**src/rtl/frogger_pkg.sv**
```systemverilog
// Shared types and PS/2 set-2 scancodes for the frog keyboard front end.
package frogger_pkg;

    typedef enum logic [1:0] {
        DIR_UP,
        DIR_DOWN,
        DIR_LEFT,
        DIR_RIGHT
    } dir_t;

    typedef enum logic [1:0] {
        StIdle,
        StExt,
        StBrk,
        StExtBrk
    } ps2_state_e;

    localparam logic [7:0] SC_EXT   = 8'hE0;
    localparam logic [7:0] SC_BRK   = 8'hF0;
    localparam logic [7:0] SC_W     = 8'h1D;
    localparam logic [7:0] SC_S     = 8'h1B;
    localparam logic [7:0] SC_A     = 8'h1C;
    localparam logic [7:0] SC_D     = 8'h23;
    localparam logic [7:0] SC_UP    = 8'h75;
    localparam logic [7:0] SC_DOWN  = 8'h72;
    localparam logic [7:0] SC_LEFT  = 8'h6B;
    localparam logic [7:0] SC_RIGHT = 8'h74;
    localparam logic [7:0] SC_1     = 8'h16;
    localparam logic [7:0] SC_2     = 8'h1E;
    localparam logic [7:0] SC_3     = 8'h26;
    localparam logic [7:0] SC_R     = 8'h2D;

    // Bit i of a direction vector corresponds to dir_t value i; lower index wins.
    function automatic logic [3:0] first_set(input logic [3:0] v);
        logic [3:0] r;
        r = '0;
        for (int i = 3; i >= 0; i--) begin
            if (v[i]) r = 4'(1 << i);
        end
        return r;
    endfunction

endpackage

```
**src/rtl/ps2_scancode_parser.sv**
```systemverilog
// PS/2 prefix FSM: folds E0/F0 prefixes into a single one-cycle make/break event.
module ps2_scancode_parser
    import frogger_pkg::*;
(
    input  logic       Clk,
    input  logic       Reset,
    input  logic       key_valid,
    input  logic [7:0] key_byte,
    output logic       ev_valid,
    output logic       ev_make,
    output logic       ev_ext,
    output logic [7:0] ev_code
);

    ps2_state_e state_q, state_d;

    always_comb begin
        state_d  = state_q;
        ev_valid = 1'b0;
        ev_make  = 1'b0;
        ev_ext   = 1'b0;
        ev_code  = key_byte;
        if (key_valid) begin
            unique case (state_q)
                StIdle: begin
                    if (key_byte == SC_EXT) begin
                        state_d = StExt;
                    end else if (key_byte == SC_BRK) begin
                        state_d = StBrk;
                    end else begin
                        ev_valid = 1'b1;
                        ev_make  = 1'b1;
                    end
                end
                StExt: begin
                    if (key_byte == SC_BRK) begin
                        state_d = StExtBrk;
                    end else begin
                        ev_valid = 1'b1;
                        ev_make  = 1'b1;
                        ev_ext   = 1'b1;
                        state_d  = StIdle;
                    end
                end
                StBrk: begin
                    ev_valid = 1'b1;
                    state_d  = StIdle;
                end
                StExtBrk: begin
                    ev_valid = 1'b1;
                    ev_ext   = 1'b1;
                    state_d  = StIdle;
                end
                default: state_d = StIdle;
            endcase
        end
    end

    always_ff @(posedge Clk) begin
        if (Reset) state_q <= StIdle;
        else       state_q <= state_d;
    end

endmodule

```
**src/rtl/frog_input_ctrl.sv**
```systemverilog
// Keyboard-to-frog control: key decode, frog select, typematic suppression, auto-repeat and
// a per-frame move latch.
module frog_input_ctrl
    import frogger_pkg::*;
#(
    parameter int unsigned REPEAT_FRAMES = 0,
    parameter int unsigned CNT_W         = 6
) (
    input  logic       Clk,
    input  logic       Reset,
    input  logic       key_valid,
    input  logic [7:0] key_byte,
    input  logic       frame_tick,
    output logic       up,
    output logic       down,
    output logic       left,
    output logic       right,
    output logic       frog_1_key,
    output logic       frog_2_key,
    output logic       frog_3_key,
    output logic       soft_reset_req
);

    localparam int unsigned RptLastI = (REPEAT_FRAMES == 0) ? 0 : REPEAT_FRAMES - 1;
    localparam logic [CNT_W-1:0] RptLast = CNT_W'(RptLastI);

    logic       ev_valid, ev_make, ev_ext;
    logic [7:0] ev_code;

    ps2_scancode_parser u_parser (
        .Clk      (Clk),
        .Reset    (Reset),
        .key_valid(key_valid),
        .key_byte (key_byte),
        .ev_valid (ev_valid),
        .ev_make  (ev_make),
        .ev_ext   (ev_ext),
        .ev_code  (ev_code)
    );

    logic [3:0]       held_q, held_d;
    logic [3:0]       pending_q, pending_d;
    logic [3:0]       dir_out_q, dir_out_d;
    logic [2:0]       sel_q, sel_d;
    logic [CNT_W-1:0] cnt_q, cnt_d;
    logic             soft_q, soft_d;

    logic [3:0] dir_oh, new_move, rpt_move;
    logic [2:0] sel_oh;
    logic       r_hit;

    always_comb begin
        dir_oh = '0;
        sel_oh = '0;
        r_hit  = 1'b0;
        if (ev_valid) begin
            if (ev_ext) begin
                case (ev_code)
                    SC_UP:    dir_oh = 4'b0001;
                    SC_DOWN:  dir_oh = 4'b0010;
                    SC_LEFT:  dir_oh = 4'b0100;
                    SC_RIGHT: dir_oh = 4'b1000;
                    default:  dir_oh = '0;
                endcase
            end else begin
                case (ev_code)
                    SC_W:    dir_oh = 4'b0001;
                    SC_S:    dir_oh = 4'b0010;
                    SC_A:    dir_oh = 4'b0100;
                    SC_D:    dir_oh = 4'b1000;
                    SC_1:    sel_oh = 3'b001;
                    SC_2:    sel_oh = 3'b010;
                    SC_3:    sel_oh = 3'b100;
                    SC_R:    r_hit  = 1'b1;
                    default: dir_oh = '0;
                endcase
            end
        end
    end

    always_comb begin
        held_d   = held_q;
        sel_d    = sel_q;
        cnt_d    = cnt_q;
        new_move = '0;
        rpt_move = '0;
        soft_d   = ev_make & r_hit;

        if (ev_make) begin
            held_d = held_q | dir_oh;
            if (|sel_oh) sel_d = sel_oh;
            // Only a fresh press moves; typematic repeats hit an already-held bit.
            if (|sel_q) new_move = dir_oh & ~held_q;
        end else begin
            held_d = held_q & ~dir_oh;
        end

        if (REPEAT_FRAMES > 0) begin
            if (held_d != held_q) begin
                cnt_d = '0;
            end else if (frame_tick && (|held_q)) begin
                if (cnt_q == RptLast) begin
                    cnt_d = '0;
                    if (|sel_q) rpt_move = first_set(held_q);
                end else begin
                    cnt_d = cnt_q + 1'b1;
                end
            end
        end

        // A tick takes the old pending; same-cycle requests land in the cleared set.
        pending_d = (frame_tick ? 4'b0000 : pending_q) | new_move | rpt_move;
        dir_out_d = frame_tick ? first_set(pending_q) : dir_out_q;
    end

    always_ff @(posedge Clk) begin
        if (Reset) begin
            held_q    <= '0;
            pending_q <= '0;
            dir_out_q <= '0;
            sel_q     <= '0;
            cnt_q     <= '0;
            soft_q    <= 1'b0;
        end else begin
            held_q    <= held_d;
            pending_q <= pending_d;
            dir_out_q <= dir_out_d;
            sel_q     <= sel_d;
            cnt_q     <= cnt_d;
            soft_q    <= soft_d;
        end
    end

    assign up             = dir_out_q[DIR_UP];
    assign down           = dir_out_q[DIR_DOWN];
    assign left           = dir_out_q[DIR_LEFT];
    assign right          = dir_out_q[DIR_RIGHT];
    assign frog_1_key     = sel_q[0];
    assign frog_2_key     = sel_q[1];
    assign frog_3_key     = sel_q[2];
    assign soft_reset_req = soft_q;

endmodule

```
**config.mk**
```make
export PLATFORM = sky130hd
export DESIGN_NAME = frog_input_ctrl
export DESIGN_NICKNAME = d
export VERILOG_FILES = /design/src/rtl/frogger_pkg.sv /design/src/rtl/ps2_scancode_parser.sv /design/src/rtl/frog_input_ctrl.sv
export SDC_FILE = /design/constraint.sdc
export NUM_CORES = 1
export LEC_CHECK = 0
export CAP_MARGIN = 20
export CORE_MARGIN = 8
export CORE_UTILIZATION = 50
export CTS_BUF_LIST = sky130_fd_sc_hd__clkbuf_8 sky130_fd_sc_hd__clkbuf_16
export DETAILED_ROUTE_END_ITERATION = 10
export PLACE_DENSITY = 0.78
export SYNTH_ARGS = -nofsm -noshare
export SYNTH_HDL_FRONTEND = slang
export SYNTH_SLANG_ARGS = --single-unit
```
**constraint.sdc**
```tcl
create_clock -name Clk -period 2.25 [get_ports Clk]
set_input_delay 0.675 -clock Clk [delete_from_list [all_inputs] [get_ports Clk]]
set_output_delay 0.675 -clock Clk [all_outputs]
set_load 0.1 [all_outputs]
```
# Word-level counts from Yosys, hierarchy flattened
# Cells that the tools add are included.
[classes] n_bitwise=7 n_eq_ne=18 muxes=30 n_reduce_logical=6
[ops] cell="$eq A8 B5 Y1 const B" count=5
[ops] cell="$mux W4" count=10
[ops] cell="$eq A8 B7 Y1 const B" count=4
[ops] cell="$pmux W4 S4" count=2
[ops] cell="$eq A8 B6 Y1 const B" count=3
[ops] cell="$eq A8 B8 Y1 const B" count=2
[ops] cell="$pmux W3 S3" count=1
[ops] cell="$and A4 B4 Y4" count=2
[ops] cell="$mux W1" count=8
[ops] cell="$not A4 Y4" count=2
[ops] cell="$or A4 B4 Y4" count=2
[ops] cell="$mux W2" count=3
[ops] cell="$mux W3" count=2
[ops] cell="$pmux W2 S3" count=1
[ops] cell="$reduce_or A3 Y1" count=2
[ops] cell="$eq A2 B2 Y1 const B" count=2
[ops] cell="$pmux W1 S2" count=2
[ops] cell="$reduce_and A2 Y1" count=2
[ops] cell="$ne A3 B1 Y1 const B" count=1
[ops] cell="$pmux W1 S3" count=1
[ops] cell="$eq A2 B1 Y1 const B" count=1
[ops] cell="$logic_not A2 Y1" count=1
[ops] cell="$reduce_or A2 Y1" count=1
[ops] cell="$and A1 B1 Y1" count=1
[totals] reg_bits=18 in_bits=12 output_inout_bits=8

# Depth between registers and ports, before layout
[logic_depth] depth_word=10 ltp_mapped=5 mapped_depth_nobuf=4

# By module
# Synthesis repeated with hierarchy kept, for this count alone.
[hier_totals] hier_cells=120 area_unflattened_um2=1029.7
[modules_own_cells] module="frog_input_ctrl" n_inst=1 cells_per_inst=90 area_per_inst_um2=789.5
[modules_own_cells] module="ps2_scancode_parser" n_inst=1 cells_per_inst=30 area_per_inst_um2=240.2

# Worst setup path after synthesis
# OpenSTA, ideal clock, no wires.
[synth_timing] kind="in2reg" start="input port key_byte[2]" end="register pending_q[3]" t_arrival_ns=1.944 slack_ns=0.189 setup_ns=0.117 n_path_buf=1 path_stages=5 t_required_ns=2.133 cell_sequence="buf_6 -> or4_4 -> o31ai_4 -> nor3_1 -> a22o_1"
[synth_via] elab_chain_cells=10
[synth_rtl] item="from (decl)" line="frog_input_ctrl.sv:12" rtl="input logic [7:0] key_byte,"
[synth_rtl] item="$eq A8 B8 Y1" line="ps2_scancode_parser.sv:28, ps2_scancode_parser.sv:36"
[synth_rtl] item="$mux W1" line="ps2_scancode_parser.sv:28, ps2_scancode_parser.sv:36"
[synth_rtl] item="$mux W1 or $pmux W1 S2 (tied branches)" line="ps2_scancode_parser.sv:26, ps2_scancode_parser.sv:24"
[synth_rtl] item="$pmux W1 S3 or $mux W1 (tied branches)" line="ps2_scancode_parser.sv:24, ps2_scancode_parser.sv:23"
[synth_rtl] item="$mux W1 or $mux W4 (tied branches)" line="ps2_scancode_parser.sv:23, frog_input_ctrl.sv:57"
[synth_rtl] item="$mux W4" line="frog_input_ctrl.sv:56" rtl="if (ev_valid) begin"
[synth_rtl] item="$and A4 B4 Y4" line="frog_input_ctrl.sv:93" rtl="if (|sel_q) new_move = dir_oh & ~held_q;"
[synth_rtl] item="$mux W4" line="frog_input_ctrl.sv:93"
[synth_rtl] item="$mux W4 *" line="frog_input_ctrl.sv:89" rtl="if (ev_make) begin"
[synth_rtl] item="$or A4 B4 Y4 *" line="frog_input_ctrl.sv:112" rtl="pending_d = (frame_tick ? 4'b0000 : pending_q) | new_move | rpt_move;"
[synth_rtl] item="to (signal assigned)" line="frog_input_ctrl.sv:126" rtl="pending_q <= pending_d;"
[synth_rtl] item="to (decl)" line="frog_input_ctrl.sv:42" rtl="logic [3:0] pending_q, pending_d;"
# Mark *: on every way between the ends. The rest lies on a longest branch, timed or not.
# A chain may end at the register's enable or synchronous reset.

# Worst setup path in the final report
[layout_timing] start="input port key_byte[6]" end="register pending_q[3]"
# Same word-level chain as after synthesis.

==> summary.json <==
{
  "route.detailed.wl_per_inst_um": 16.7,
  "overflow": 0,
  "insertedDiodeCount": 0,
  "post_synth_main_area_contributors": "sky130_fd_sc_hd__dfxtp_1, sky130_fd_sc_hd__nand2b_1, sky130_fd_sc_hd__mux2i_1",
  "post-place-cells": 177,
  "clock-sinks": 18,
  "power.internal_w": 0.000528,
  "clk_latency_ps": 250,
  "synth_enable_flop_cells": 0,
  "design.core.area_um2": 1920,
  "setup.worst_path.class": "in -> reg",
  "setup_ws_ps": 78.3,
  "synth-seq-cells": 18,
  "cts_made_buffers": 3,
  "vias": 1067,
  "port-buffer-count": 19,
  "dieArea_um2": 3680,
  "detailedRoute.firstPassIterationCount": 4,
  "global_route_wire_length_before_repair_um": 4590,
  "post_synth_num_cell_types": 37,
  "ctsHtreeMaxLevel": 1,
  "power.sequential.fraction_pct": 46.8,
  "placedInstanceArea_um2": 1340,
  "track_usage_pct": 16.2,
  "whs_ps": 451,
  "ctsLongestPathBuffers": 2,
  "drv.max_cap_violation_count": 0,
  "cp-end-kind": "flip-flop",
  "hold_path_class": "reg -> reg",
  "final.min_clock_period_ps": 2170,
  "final_min_period_over_clock_period_pct": 96.5,
  "synth-async-reset-ratio_pct": 0,
  "fp.dieW_um": 60.7,
  "viasPerCell": 5.86,
  "grt_max_degree": 15,
  "num-nets-final": 168,
  "multi_input_comb_area_um2": 658,
  "cts_root_buffer": "sky130_fd_sc_hd__clkbuf_8",
  "power-per-cell-area_nw_per_um2": 462,
  "drcViolationCount": 0,
  "run_status": "complete, no violations",
  "finalWeightedCongestion": 0.915,
  "worst-slew-pin-transition_ps": 472,
  "timing.critical_path.from_type": "input pin",
  "timing.critical_path.fanout_max": 7,
  "switching_component_of_the_power_w": 0.000154,
  "synth_ff_type": "sky130_fd_sc_hd__dfxtp_1",
  "postLayoutCoreUtil_pct": 76.8,
  "detailedPlacementHpwl_um": 2230,
  "final.setup_skew_ps": 1.31,
  "p_leak_nw": 0.581,
  "initial_core_util_pct": 51.9,
  "final_cell_area_excluding_filler_cells_um2": 1480,
  "fp.dieH_um": 60.7,
  "cts_clk_pin_slew_worst_paths_ps": 70,
  "synth_fp_nets": 126,
  "post-synth-top-area-cell": "sky130_fd_sc_hd__dfxtp_1",
  "initialDrtViolationCount": 29,
  "grt_pass1_vias": 1026,
  "layout.area.seq_um2": 360,
  "setup_violations": 0,
  "row_count": 16,
  "io_pins": 20,
  "synth_area_per_cell_um2": 8.75,
  "pwr-share-comb_pct": 15.4,
  "synth-seq-area-share_pct": 36.1,
  "hold_viol": 0,
  "pre_cts_slack_ps": -327,
  "timing.critical_path.arrival_ps": 2320,
  "switching_share_pct": 22.6,
  "max_slew_headroom_at_the_worst_pin_pct": 68.3,
  "p_clk_share_pct": 37.8,
  "vdd_ir_drop_max_mv": 0.420,
  "timing.final.max_slew_violations": 0,
  "mappedNetlistArea_um2": 997,
  "crit_required_ps": 2400,
  "cts_tree": "done",
  "yosys_warnings": 0,
  "count_of_nets_left_with_antenna_violations_after_detail_routing": 0,
  "layoutNonFillerInstCount": 182,
  "synthesis.instances": 114,
  "fraction_of_final_layout_cells_sized_beyond_drive_strength_1_pct": 31.6,
  "fill_cells": 146,
  "fraction_of_synthesized_cell_area_taken_by_the_top_area_cell_type_pct": 36.1,
  "postRouteWirelength_um": 3040,
  "area_growth_pct": 48.1,
  "achievable-frequency_ghz": 0.460,
  "grt_antenna_before_repair": 0
}
-- metal layers --
| metal | vias up | GRT usage (%) | wire [µm] |
|---|---|---|---|
| li1 | 513 | - | - |
| met1 | 509 | 17.2 | 1180 |
| met2 | 37 | 31.4 | 1640 |
| met3 | 8 | 3.18 | 177 |
| met4 | 0 | 3.99 | 43 |
| met5 | - | 0 | 0 |
-- worst max-delay path, stage by stage --
cell and delay (ps):
sky130_fd_sc_hd__clkdlybuf4s50_1 600, sky130_fd_sc_hd__nand3_1 270, sky130_fd_sc_hd__o31ai_4 460, sky130_fd_sc_hd__nor3_2 110, sky130_fd_sc_hd__a22o_1 200
-- power groups by stage --
stage          clock, W  combinational [W]  sequential (W)
2_1_floorplan         0          0.0000376        0.000328
3_3_place_gp          0          0.0000942        0.000326
3_5_place_dp          0          0.0000964        0.000326
4_1_cts        0.000262          0.0000988        0.000319
5_1_grt        0.000273           0.000111        0.000319
6_report       0.000258           0.000105        0.000319
-- synthesized netlist by cell type, drive strengths merged, types with 2 or more instances --
| master | instances |
|---|---|
| dfxtp | 18 |
| a21oi | 9 |
| nand2b | 9 |
| nand2 | 7 |
| nor2 | 7 |
| mux2i | 5 |
| nand4 | 5 |
| nor3 | 5 |
| o31ai | 5 |
| clkbuf | 4 |
| nand3 | 4 |
| nand4b | 4 |
| nor2b | 4 |
| nor4b | 3 |
| a21o | 2 |
| a22o | 2 |
| buf | 2 |
| nor3b | 2 |
| or2 | 2 |
-- per-stage QoR --
stage / setup TNS [ps] / total power (W)
3_5_place_dp: -2600 / 0.000423
3_3_place_gp: -2100 / 0.000421
4_1_cts: -10.2 / 0.000680
6_report: 0 / 0.000682
5_1_grt: -9.49 / 0.000704
2_1_floorplan: 0 / 0.000365
-- final timing paths --
kind              depth (start not counted)                 from  slack (ps)            to
setup / recovery                          5          key_byte[6]          80  pending_q[3]
hold / removal                            1            flip-flop         450  pending_q[1]
setup reg to reg                          5  u_parser.state_q[1]         680  pending_q[1]
hold reg to reg                           1            flip-flop         450  pending_q[1]
-- cells by family after synthesis --
logic type | Yosys count | share of synthesized area, %
buffers and inverters | 7 | 3.51
AO/OA/AOI/OAI | 23 | 16.9
AND/OR/NAND/NOR | 61 | 38.4
flip-flops | 18 | 36.1
multiplexers | 5 | 5.02
-- what timing repair did --
action,CTS,global route
endpoints found under the setup margin,5,7
buffers inserted,0,1
hold buffers,0,0
hold endpoints to repair,0,0
cloned,0,0
pin swaps,1,4
gates resized for setup,3,12
-- layout by cell type (no fill, tap or decap), types with 5 or more instances in the layout --
cell type and instances:
sky130_fd_sc_hd__a21oi_1 9, sky130_fd_sc_hd__buf_4 32, sky130_fd_sc_hd__clkdlybuf4s50_1 5, sky130_fd_sc_hd__dfxtp_1 18
sky130_fd_sc_hd__dlymetal6s2s_1 6, sky130_fd_sc_hd__mux2i_1 5, sky130_fd_sc_hd__nand2_1 7, sky130_fd_sc_hd__nand2b_1 9
sky130_fd_sc_hd__nand4_1 5, sky130_fd_sc_hd__nor2_1 7
-- cell type report --
cell class / count / area share [%]
repair buffers: 43 / 24.7
flip-flops and latches: 18 / 24.4
multi-input cells: 89 / 44.6
well taps: 27 / 2.29
clock buffers: 4 / 3.73
inverters: 1 / 0.254
Power figures use the tool's default switching activity.
